===== src/rtl/lcd_pkg.sv =====
// Shared types and HD44780 command constants for the LCD frame sequencer.
// The optional power-on init sequence is enabled with LCD_INIT_SEQ_EN.
package lcd_pkg;

  typedef enum logic [2:0] {
    ST_INIT,
    ST_IDLE,
    ST_ROW0_ADDR,
    ST_ROW0_CHAR,
    ST_ROW1_ADDR,
    ST_ROW1_CHAR
  } seq_state_t;

  localparam logic [7:0] LCD_CMD_FUNC_SET = 8'h38;
  localparam logic [7:0] LCD_CMD_DISP_ON  = 8'h0E;
  localparam logic [7:0] LCD_CMD_CLEAR    = 8'h01;
  localparam logic [7:0] LCD_CMD_ENTRY    = 8'h06;
  localparam logic [7:0] LCD_DDRAM_ROW0   = 8'h80;
  localparam logic [7:0] LCD_DDRAM_ROW1   = 8'hC0;

  // Maps a step of the power-on init sequence to its instruction byte
  function automatic logic [7:0] init_cmd(input logic [1:0] idx);
    case (idx)
      2'd0:    return LCD_CMD_FUNC_SET;
      2'd1:    return LCD_CMD_DISP_ON;
      2'd2:    return LCD_CMD_CLEAR;
      default: return LCD_CMD_ENTRY;
    endcase
  endfunction

endpackage


===== src/rtl/lcd_frame_ram.sv =====
// Two-row character buffer: 2*COLS bytes, one write port, one
// asynchronous read port, every entry reset to BLANK_CHAR.
module lcd_frame_ram
  import lcd_pkg::*;
#(
  parameter int         COLS       = 16,
  parameter logic [7:0] BLANK_CHAR = 8'h20
) (
  input  logic       clk,
  input  logic       rst_n,
  input  logic       we,
  input  logic       wrow,
  input  logic [4:0] wcol,
  input  logic [7:0] wdata,
  input  logic       rrow,
  input  logic [4:0] rcol,
  output logic [7:0] rdata
);

  localparam int AW = $clog2(2 * COLS);

  logic [7:0] mem [2*COLS];

  // Row-major flattening: row 1 starts right after the last column of row 0
  function automatic logic [AW-1:0] flat_idx(input logic row, input logic [4:0] col);
    return AW'(row ? (COLS + int'(col)) : int'(col));
  endfunction

  // Storage array; reset re-blanks the whole frame
  always_ff @(posedge clk or negedge rst_n) begin
    if (!rst_n) begin
      for (int i = 0; i < 2 * COLS; i++) mem[i] <= BLANK_CHAR;
    end else if (we) begin
      mem[flat_idx(wrow, wcol)] <= wdata;
    end
  end

  // Read is combinational so the sequencer registers the pre-write value
  always_comb begin
    rdata = mem[flat_idx(rrow, rcol)];
  end

endmodule


===== src/rtl/lcd_frame_sequencer.sv =====
// Streams a host-written 2-row text frame to the LCD write driver as
// (RS, data) words over valid/ready. Define LCD_INIT_SEQ_EN to emit the
// HD44780 init instructions once after reset before the first frame.
module lcd_frame_sequencer
  import lcd_pkg::*;
#(
  parameter int         COLS       = 16,
  parameter logic [7:0] BLANK_CHAR = 8'h20
) (
  input  logic       clk,
  input  logic       rst_n,
  input  logic       wr_en,
  input  logic       wr_row,
  input  logic [4:0] wr_col,
  input  logic [7:0] wr_data,
  output logic       cmd_valid,
  output logic       cmd_rs,
  output logic [7:0] cmd_data,
  input  logic       cmd_ready,
  output logic       busy
);

  localparam logic [4:0] LAST_COL = 5'(COLS - 1);

  seq_state_t state;
  logic       dirty;
  logic [4:0] col;
  logic       wr_ok;
  logic       xfer;
  logic       rd_row;
  logic [4:0] rd_col;
  logic [7:0] rd_data;

  assign wr_ok = wr_en && (int'(wr_col) < COLS);
  assign xfer  = cmd_valid && cmd_ready;

  lcd_frame_ram #(
    .COLS       (COLS),
    .BLANK_CHAR (BLANK_CHAR)
  ) u_ram (
    .clk   (clk),
    .rst_n (rst_n),
    .we    (wr_ok),
    .wrow  (wr_row),
    .wcol  (wr_col),
    .wdata (wr_data),
    .rrow  (rd_row),
    .rcol  (rd_col),
    .rdata (rd_data)
  );

  // Address of the character to load on the next transfer (clamped at the row end)
  always_comb begin
    rd_row = (state == ST_ROW1_ADDR) || (state == ST_ROW1_CHAR);
    rd_col = 5'd0;
    if (((state == ST_ROW0_CHAR) || (state == ST_ROW1_CHAR)) && (col != LAST_COL)) begin
      rd_col = col + 5'd1;
    end
  end

  // Sequencer FSM: walks address/characters of both rows, registers every output
  always_ff @(posedge clk or negedge rst_n) begin
    if (!rst_n) begin
`ifdef LCD_INIT_SEQ_EN
      state <= ST_INIT;
`else
      state <= ST_IDLE;
`endif
      dirty     <= 1'b1;
      col       <= 5'd0;
      cmd_valid <= 1'b0;
      cmd_rs    <= 1'b0;
      cmd_data  <= 8'h00;
      busy      <= 1'b0;
    end else begin
      case (state)
`ifdef LCD_INIT_SEQ_EN
        ST_INIT: begin
          if (!cmd_valid) begin
            cmd_valid <= 1'b1;
            busy      <= 1'b1;
            cmd_rs    <= 1'b0;
            cmd_data  <= init_cmd(col[1:0]);
          end else if (xfer) begin
            if (col[1:0] == 2'd3) begin
              cmd_valid <= 1'b0;
              busy      <= 1'b0;
              col       <= 5'd0;
              state     <= ST_IDLE;
            end else begin
              col      <= col + 5'd1;
              cmd_data <= init_cmd(col[1:0] + 2'd1);
            end
          end
        end
`endif
        ST_IDLE: begin
          if (dirty) begin
            dirty     <= 1'b0;
            busy      <= 1'b1;
            cmd_valid <= 1'b1;
            cmd_rs    <= 1'b0;
            cmd_data  <= LCD_DDRAM_ROW0;
            state     <= ST_ROW0_ADDR;
          end else begin
            cmd_valid <= 1'b0;
          end
        end
        ST_ROW0_ADDR: begin
          if (xfer) begin
            cmd_rs   <= 1'b1;
            cmd_data <= rd_data;
            col      <= 5'd0;
            state    <= ST_ROW0_CHAR;
          end
        end
        ST_ROW0_CHAR: begin
          if (xfer) begin
            if (col == LAST_COL) begin
              cmd_rs   <= 1'b0;
              cmd_data <= LCD_DDRAM_ROW1;
              state    <= ST_ROW1_ADDR;
            end else begin
              col      <= col + 5'd1;
              cmd_data <= rd_data;
            end
          end
        end
        ST_ROW1_ADDR: begin
          if (xfer) begin
            cmd_rs   <= 1'b1;
            cmd_data <= rd_data;
            col      <= 5'd0;
            state    <= ST_ROW1_CHAR;
          end
        end
        ST_ROW1_CHAR: begin
          if (xfer) begin
            if (col == LAST_COL) begin
              cmd_valid <= 1'b0;
              busy      <= 1'b0;
              state     <= ST_IDLE;
            end else begin
              col      <= col + 5'd1;
              cmd_data <= rd_data;
            end
          end
        end
        default: state <= ST_IDLE;
      endcase
      // A host write always wins over the IDLE clear of dirty
      if (wr_ok) dirty <= 1'b1;
    end
  end

endmodule


===== config.mk =====
export PLATFORM = sky130hd
export DESIGN_NAME = lcd_frame_sequencer
export DESIGN_NICKNAME = d
export VERILOG_FILES = /design/src/rtl/lcd_pkg.sv /design/src/rtl/lcd_frame_ram.sv /design/src/rtl/lcd_frame_sequencer.sv
export SDC_FILE = /design/constraint.sdc
export NUM_CORES = 1
export LEC_CHECK = 0
export BUFFER_PORTS_ARGS = -buffer_cell sky130_fd_sc_hd__buf_2
export CORE_ASPECT_RATIO = 0.7
export CORE_MARGIN = 2
export CORE_UTILIZATION = 57
export DETAILED_ROUTE_END_ITERATION = 10
export PLACE_DENSITY = 0.8
export SLEW_MARGIN = 10
export SYNTH_ARGS = -nofsm -noshare
export SYNTH_HDL_FRONTEND = slang
export SYNTH_SLANG_ARGS = --single-unit

===== constraint.sdc =====
create_clock -name clk -period 3.05 [get_ports clk]
set_clock_uncertainty 0.2 [all_clocks]
set_input_delay 0.4575 -clock clk [delete_from_list [all_inputs] [get_ports clk]]
set_output_delay 0.4575 -clock clk [all_outputs]
set_load 0.01 [all_outputs]

* Yosys cells after proc, flatten, opt, wreduce, memory -nomap -nowiden *
Cells that the tools add are included.

storage, ports and cells
  flip-flop bits (word level) = 276
  word-level logic and storage cells = 124

operators by class
  bitwise logic cells = 2
  magnitude comparators = 4
  reductions and logical operators = 19
  eq/ne operators = 18
  $add $sub $neg = 3
  multiplexer cells = 39

operators by type and width
  cell                                                       count
  bitwise mux 256 bit                                        1
  2-to-1 mux 8 bit                                           9
  binary-select mux 8 bit (select 5 bit)                     1
  demux 8 bit (select 5 bit)                                 1
  case mux 8 bit (4 select lines)                            1
  2-to-1 mux 5 bit                                           6
  2-to-1 mux 3 bit                                           7
  case mux 3 bit (5 select lines)                            1
  inequality test 2 bit (second input constant)              7
  greater-or-equal comparator 6 bit (second input constant)  2
  NOT 5 -> 6 bit                                             2
  adder 5 bit (first input constant)                         2
  case mux 5 bit (2 select lines)                            1
  2-to-1 mux 1 bit                                           8
  inequality test 2 x 1 -> 1 bit (second input constant)     4
  AND reduction 4 bit                                        2
  AND reduction 7 bit                                        1
  == test 3 x 2 -> 1 bit (second input constant)             2
  == test 3 bit (second input constant)                      2
  < comparator 6 x 1 -> 1 bit (second input constant)        1
  AND reduction 6 bit                                        1
  nonzero test 2 bit                                         3
  adder 5 x 1 -> 5 bit (second input constant)               1
  == test 5 x 4 -> 1 bit (second input constant)             1
  other kinds (12)                                           18

* Depth between registers and ports, before layout *
Gate-level depths: netlist of run 1.

  word-level depth = 13
  depth in mapped cells = 14

* Hierarchy *
From an unflattened synthesis of run 1, not the netlist that was laid out.

unflattened totals
  cell total of the unflattened synthesis = 847
  area total of the unflattened synthesis = 12,979.9 um^2

modules (own cells, without submodules)
  module               area an instance (um^2)  cells each  instances
  lcd_frame_ram        11,877.6                 730         1
  lcd_frame_sequencer  1,102.3                  117         1

* Worst setup path after synthesis of run 1 *
OpenSTA, ideal clock, no wires.

  kind = register -> register
  start = reg col[1]
  end = reg cmd_data[6]
  data arrival time = 2.553 ns
  setup time = 0.077 ns
  stages on the path, launching flop included = 13
  setup slack = 0.220 ns
  data required time = 2.773 ns
  cells stage by stage = dfrtp_1 ha_1 and3_1 ha_1 buf_2 nand2b_1 nor2_1 mux2i_1 clkbuf_1 nand3_1 a211oi_1 a221oi_1 a21oi_1

between the ends
  word-level cells in the longest chain between the ends = 12
  elaborated cells between the ends (all ways) = 19

RTL lines
  item                                                                           RTL line                    RTL
  from (decl)                                                                    lcd_frame_sequencer.sv:27   logic [4:0] col;
  from (signal assigned)                                                         lcd_frame_sequencer.sv:124  col <= col + 5'd1;
  from (signal assigned)                                                         lcd_frame_sequencer.sv:144  col <= col + 5'd1;
  parallel branches: the longest is 12 deep, another holds adder 5 x 1 -> 5 bit  --
  to (signal assigned)                                                           lcd_frame_sequencer.sv:112  cmd_data <= rd_data;
  to (signal assigned)                                                           lcd_frame_sequencer.sv:132  cmd_data <= rd_data;
  to (signal assigned)                                                           lcd_frame_sequencer.sv:145  cmd_data <= rd_data;
  to (decl)                                                                      lcd_frame_sequencer.sv:18   output logic [7:0] cmd_data,

Parallel ways; which one is timed is not known. The select of a mux whose other input is x is not followed.
A chain may end at the register's enable or synchronous reset.

* Worst setup path in the final report of run 1 *
  start = reg col[0]
  end = reg cmd_data[1]

The elaborated chain is that of the path after synthesis.

==> results of run 1 <==
## power breakdown
group	switching, mW	internal (mW)	leakage (nW)
combinational	0.478	0.517	2.80
clock	1.41	1.94	0.432
sequential	0.296	4.21	3.56
total	2.18	6.67	6.79
## flip-flops by register name, indices dropped and copies added, names as in the netlist
| register | cells |
|---|---|
| busy | 1 |
| cmd_data | 8 |
| cmd_rs | 1 |
| cmd_valid | 1 |
| col | 5 |
| dirty | 1 |
| state | 3 |
| u_ram.mem | 256 |
## metal layers
metal	routed length (um)	GRT usage	vias up	share of wire
li1	-	-	4182	-
met4	1090	0.0805	0	0.029
met2	15800	0.433	509	0.42
met5	0	0	-	0
met3	4010	0.0904	83	0.11
met1	16700	0.484	5069	0.44
## cells in the mapped netlist (4+ instances only)
| cell type | number |
|---|---|
| a211oi_1 | 11 |
| a21oi_1 | 25 |
| a221oi_1 | 18 |
| a22o_1 | 10 |
| a22oi_1 | 5 |
| a31oi_1 | 13 |
| a32oi_1 | 8 |
| and3_1 | 8 |
| buf_2 | 19 |
| clkbuf_1 | 54 |
| dfrtp_1 | 242 |
| dfstp_2 | 34 |
| inv_1 | 4 |
| mux2_2 | 260 |
| mux2i_1 | 39 |
| nand2_1 | 138 |
| nand2b_1 | 7 |
| nand3_1 | 67 |
| nand4_1 | 10 |
| nor2_1 | 25 |
| nor2b_1 | 7 |
| nor3_1 | 16 |
| nor3_2 | 5 |
| o211a_1 | 4 |
| o21ai_0 | 20 |
| o221ai_1 | 12 |
| o22ai_1 | 5 |
| o311a_1 | 4 |
| or3_1 | 4 |
## how the worst max path moves through the flow
stage	startpoint	endpoint	slack [ns]	cells after the start
after floorplan	col[1]	cmd_data[6]	0.22	12
after global placement	col[1]	cmd_data[3]	0.12	10
after detailed placement	col[1]	cmd_data[3]	0.09	11
after CTS	col[0]	cmd_data[3]	0.08	13
after global routing	col[0]	cmd_data[3]	-0.02	11
final	col[0]	cmd_data[1]	0.07	12
## cell families after synthesis
group / share of synthesized area
buffers and inverters: 0.0270
AND/OR/NAND/NOR: 0.104
AO/OA/AOI/OAI: 0.0848
multiplexers: 0.250
adder cells (fa/ha/maj): 0.00189
XOR/XNOR: 0.00736
flip-flops: 0.524
## area by class of cell
cell class | count | area (um^2)
flip-flops and latches | 276 | 6950
inverters | 4 | 15.0
clock inverters | 8 | 92.6
repair buffers | 98 | 777
multi-input cells | 757 | 6060
well taps | 312 | 390
fillers | 1668 | 7670
clock buffers | 40 | 785
## through the flow
| step | setup slack, ns | total power, mW | instance area, um^2 | utilization | TNS [ns] |
|---|---|---|---|---|---|
| after floorplan | 0.220 | 5.12 | 13300 | - | 0 |
| after global placement | 0.121 | 5.46 | 14000 | 0.617 | 0 |
| after detailed placement | 0.0920 | 5.53 | 14000 | 0.617 | 0 |
| after CTS | 0.0802 | 8.85 | 14900 | 0.656 | 0 |
| after global routing | -0.0211 | 9.17 | 15100 | 0.663 | -0.0211 |
| final | 0.0659 | 8.85 | 15100 | 0.663 | 0 |
## tightest hold or removal path, cell delays in order
cell and delay, ns:
buf_2 0.10, nand2b_1 0.15, nand2_1 0.10
## layout by cell type, fill, tap and decap left out, types with 4 or more instances in the layout
cell type / n
a22o_1: 10
buf_4: 59
nor2b_1: 6
and3_1: 8
clkbuf_16: 27
buf_2: 27
nor3_2: 6
clkbuf_1: 7
o21ai_0: 19
a21oi_1: 23
o221ai_1: 11
o311a_1: 4
nand4_1: 10
a32oi_1: 8
nand3_1: 65
nand2b_1: 7
a221oi_1: 15
o211a_1: 4
mux2i_1: 38
o22ai_1: 4
inv_1: 4
a22oi_1: 4
a31oi_1: 13
clkinv_2: 5
nand2_1: 138
dfrtp_1: 242
mux2_2: 260
nor3_1: 14
nor2_1: 23
a211oi_1: 10
clkbuf_8: 6
dfstp_2: 33
buf_12: 7
## repair_timing
item | in CTS | in global routing
setup buffers | 0 | 4
setup endpoints to repair | 0 | 8
endpoints found under the hold margin | 68 | 0
gates resized for setup | 0 | 24
hold buffers | 1 | 0
==> flow_metrics.tcl, run 1 <==
set metrics [dict create \
    drt_first_iter_violations 1123 \
    hold_path.class "in2reg" \
    holdPathStages 3 \
    rrSetupSlack_ns 0.07 \
    grtUsageTotal 0.314 \
    finalWeightedCongestion 0.933 \
    ys_seq_area_frac 0.524 \
    port_buffers 28 \
    clkSinkCount 276 \
    r2r_start "col[0]" \
    postSynthAreaPerCell_um2 11.9 \
    placedCellCount 1442 \
    cts_tree "built" \
    drt_pass1_iterations 7 \
    slew_violations 0 \
    cts_made_buffers 26 \
    grt_max_degree 82 \
    netlist_instances 1116 \
    irDropWorstVdd_uv 439 \
    final_antenna_net_count 0 \
    min_period_ns 2.98 \
    hold-worst-slack_ns 0.101 \
    viasPerCell 6.58 \
    synth_top_area_share 0.457 \
    drive_above_1_share 0.394 \
    first_global_vias 9525 \
    clock_tree.root_cell "clkbuf_16" \
    path_max_fanout 14 \
    fin_nets 1183 \
    die_w_um 186 \
    critical_path.max_stage_delay_ns 0.39 \
    setup_viol 0 \
    crit_arrival_ns 3.20 \
    timing.rr.end "cmd_data[1]" \
    final_cells 1495 \
    routed_wirelength_um 37700 \
    clockBufferDepth 3 \
    syn_area_mm2 0.0133 \
    synthToLayoutAreaGrowth_pct 13.7 \
    yosys.area.top_type "dfrtp_1" \
    synth_area_leaders "dfrtp_1 (46%), mux2_2 (22%), dfstp_2 (6.7%)" \
    dp.final_hpwl_um 25100 \
    start_util 0.583 \
    synth_flop_cell "dfrtp_1" \
    dieArea_mm2 0.0245 \
    period_share 0.978 \
    die_height_um 132 \
    relSlewSlack 0.445 \
    grt_pass1_wl_um 58200 \
    max_freq_mhz 335 \
    synth-seq-cells 276 \
    hold-path-endpoint "dirty" \
    cp-end-kind "register" \
    route.detailed.drc 0 \
    cts_htree_levels 1 \
    ys_types 58 \
    tightest_slew_ns 0.833 \
    start_kind "register" \
    path_cells "ha_1, and3_1, ha_1, nand2b_1, nor3_4, buf_12, buf_12, mux2i_1, o221ai_1, a32oi_1, o31a_1, a31oi_1" \
    crit_required_ns 3.27 \
    vias 9843 \
    p_per_area_mw_per_mm2 588 \
    cp_slowest_cell "dfrtp_1" \
    final_hold_viol_count 0 \
    grt-ovfl-total 0 \
    crit_family "compound AO/OA/AOI/OAI gates" \
    critPathKind "reg2reg" \
    rsz0062_at_grt "yes" \
    num_antenna_cells 0 \
    min_from "wr_en" \
    cellLeakagePower_nw 6.79 \
    clk_pin_slew_ns 0.07 \
    reg2reg_depth 12 \
    rows 46 \
    synth_edf_count 0 \
    crit_buf_inv 2 \
    yosysWarningCount 0 \
    clk_latency_ns 0.55 \
    antenna_found_initial 0 \
    async_reset_ff_frac 1.00 \
    io_pins 29 \
    post_drt_wl_per_cell_um 25.2 \
    synth_nets 1136 \
    drv_cap 0 \
    fp.coreArea_mm2 0.0227 \
    outcome "completed" \
]
Note: power is estimated with default switching activity, not from simulation.
==> run 2: changes to the inputs <==
--- a/config.mk
+++ b/config.mk
@@ -8,9 +8,9 @@
 export BUFFER_PORTS_ARGS = -buffer_cell sky130_fd_sc_hd__buf_2
 export CORE_ASPECT_RATIO = 0.7
 export CORE_MARGIN = 2
-export CORE_UTILIZATION = 57
+export CORE_UTILIZATION = 65
 export DETAILED_ROUTE_END_ITERATION = 10
-export PLACE_DENSITY = 0.8
+export PLACE_DENSITY = 0.86
 export SLEW_MARGIN = 10
 export SYNTH_ARGS = -nofsm -noshare
 export SYNTH_HDL_FRONTEND = slang
==> constraint.sdc (replaced) <==
create_clock -name clk -period 3.9 [get_ports clk]
set_clock_uncertainty 0.2 [all_clocks]
set_input_delay 0.585 -clock clk [delete_from_list [all_inputs] [get_ports clk]]
set_output_delay 0.585 -clock clk [all_outputs]
set_load 0.01 [all_outputs]
==> flow_metrics.tcl, run 2 (synthesis gave the netlist of run 1 again) <==
set metrics [dict create \
    start_kind "register" \
    io_pins 29 \
    cts_made_buffers 26 \
    drt_pass1_iterations 6 \
    die_w_um 175 \
    slew_violations 0 \
    cellLeakagePower_nw 6.57 \
    cp-endpoint "cmd_data[2]" \
    post_cts_buffers 0 \
    setup_viol 0 \
    outcome "completed" \
    cp-startpoint "col[0]" \
    dp.final_hpwl_um 24300 \
    rows 43 \
    stdcell_area_mm2 0.0146 \
    routed_wirelength_um 37000 \
    reg.largest.list "u_ram.mem: 256 flops, cmd_data: 8 flops, col: 5 flops" \
    viasPerCell 6.91 \
    grt_pass1_wl_um 57800 \
    irDropWorstVdd_uv 344 \
    critPathKind "reg2reg" \
    timing.rr.end "cmd_data[2]" \
    fin_tns_setup_ns 0 \
    antenna_found_initial 1 \
    mostFrequentLayoutCells "mux2_2 (260), dfrtp_1 (242), nand2_1 (138), nand3_1 (66), mux2i_1 (39)" \
    vias 9796 \
    path_max_fanout 29 \
    start_util 0.666 \
    final_antenna_net_count 0 \
    hold_path.class "reg2reg" \
    grt_max_degree 115 \
    drv_cap 0 \
    rrSetupSlack_ns 0.29 \
    cts_htree_levels 1 \
    synthToLayoutAreaGrowth_pct 9.95 \
    grtUsageTotal 0.352 \
    rsz0062_at_grt "no" \
    die_height_um 123 \
    post_drt_wl_per_cell_um 26.1 \
    clk_latency_ns 0.54 \
    clock_tree.root_cell "clkbuf_16" \
    route.detailed.drc 0 \
    grt-ovfl-total 0 \
    drt_first_iter_violations 1368 \
    clkSinkCount 276 \
    final_common_cell "mux2_2" \
    r2r_start "col[0]" \
    largest_reg_flops 256 \
    cts_tree "built" \
    final_hold_viol_count 0 \
    min_period_ns 3.61 \
    largest_register "u_ram.mem" \
    reg2reg_depth 11 \
    finalWeightedCongestion 0.991 \
    fp.coreArea_mm2 0.0199 \
    relSlewSlack 0.378 \
    drive_above_1_share 0.357 \
    max_freq_mhz 277 \
    num_antenna_cells 0 \
    clk_pin_slew_ns 0.06 \
    port_buffers 28 \
    tightest_slew_ns 0.928 \
    period_share 0.926 \
    first_global_vias 9604 \
    postPlaceCellArea_mm2 0.0137 \
    crit_arrival_ns 3.86 \
    cp-end-kind "register" \
    clockBufferDepth 3 \
    fin_nets 1148 \
    p_per_area_mw_per_mm2 467 \
    crit_required_ns 4.15 \
    dieArea_mm2 0.0216 \
]
[run 2: timing repair]
item | 4_1_cts | 5_1_grt
hold endpoints to repair | 28 | 0
gates resized for setup | 0 | 0
endpoints found under the setup margin | 0 | 0
hold buffers | 1 | 0
[run 2: area by class of cell]
type                            count  area (um^2)
Inverter                            4         15.0
Clock inverter                      5         50.0
Multi-Input combinational cell    757         5970
Tap cell                          270          338
Timing Repair Buffer               63          465
Fill cell                        1338         5330
Sequential cell                   276         6950
Clock buffer                       42          792
[run 2: worst min path at each step]
| stage | cells past startpoint | end | slack (ns) | start |
|---|---|---|---|---|
| after floorplan | 0 | busy | 0.09 | rst_n |
| after global placement | 1 | u_ram.mem[46] | 0.28 | u_ram.mem[46] |
| after detailed placement | 1 | u_ram.mem[247] | 0.29 | u_ram.mem[247] |
| after CTS | 3 | dirty | 0.29 | wr_en |
| after global routing | 1 | u_ram.mem[51] | 0.32 | u_ram.mem[51] |
| final | 1 | u_ram.mem[201] | 0.31 | u_ram.mem[201] |
[run 2: per-stage QoR]
stage               std cells  power (mW)  hold slack [ns]  worst slack, ns   util
floorplan                1116        4.01           0.0894             1.07      -
global placement         1369        4.23            0.284            0.603  0.689
detailed placement       1369        4.30            0.291            0.419  0.689
CTS                      1417        6.80            0.293            0.386  0.732
global route             1417        7.03            0.315            0.179  0.732
finish                   1417        6.80            0.307            0.290  0.732
[run 2: power breakdown]
group,switching (mW),internal (mW),total [mW]
Clock,1.08,1.45,2.53
Sequential,0.225,3.30,3.52
Combinational,0.354,0.396,0.750
Total,1.66,5.14,6.80
[run 2: metal layers]
metal,GRT usage,vias up,routed length [um]
li1,-,4115,-
met1,0.523,5021,16000
met2,0.511,562,15800
met3,0.0889,96,3890
met4,0.113,2,1260
met5,0,-,11
[run 2: critical path, stage by stage, from the launching register on]
cell      delay [ns]
dfrtp_1         0.40
ha_1            0.25
and3_1          0.22
ha_1            0.33
nand2b_1        0.32
nor3_4          0.18
buf_4           0.42
mux2i_1         0.15
o221ai_1        0.26
nand3_1         0.28
o211a_1         0.35
a31oi_1         0.15
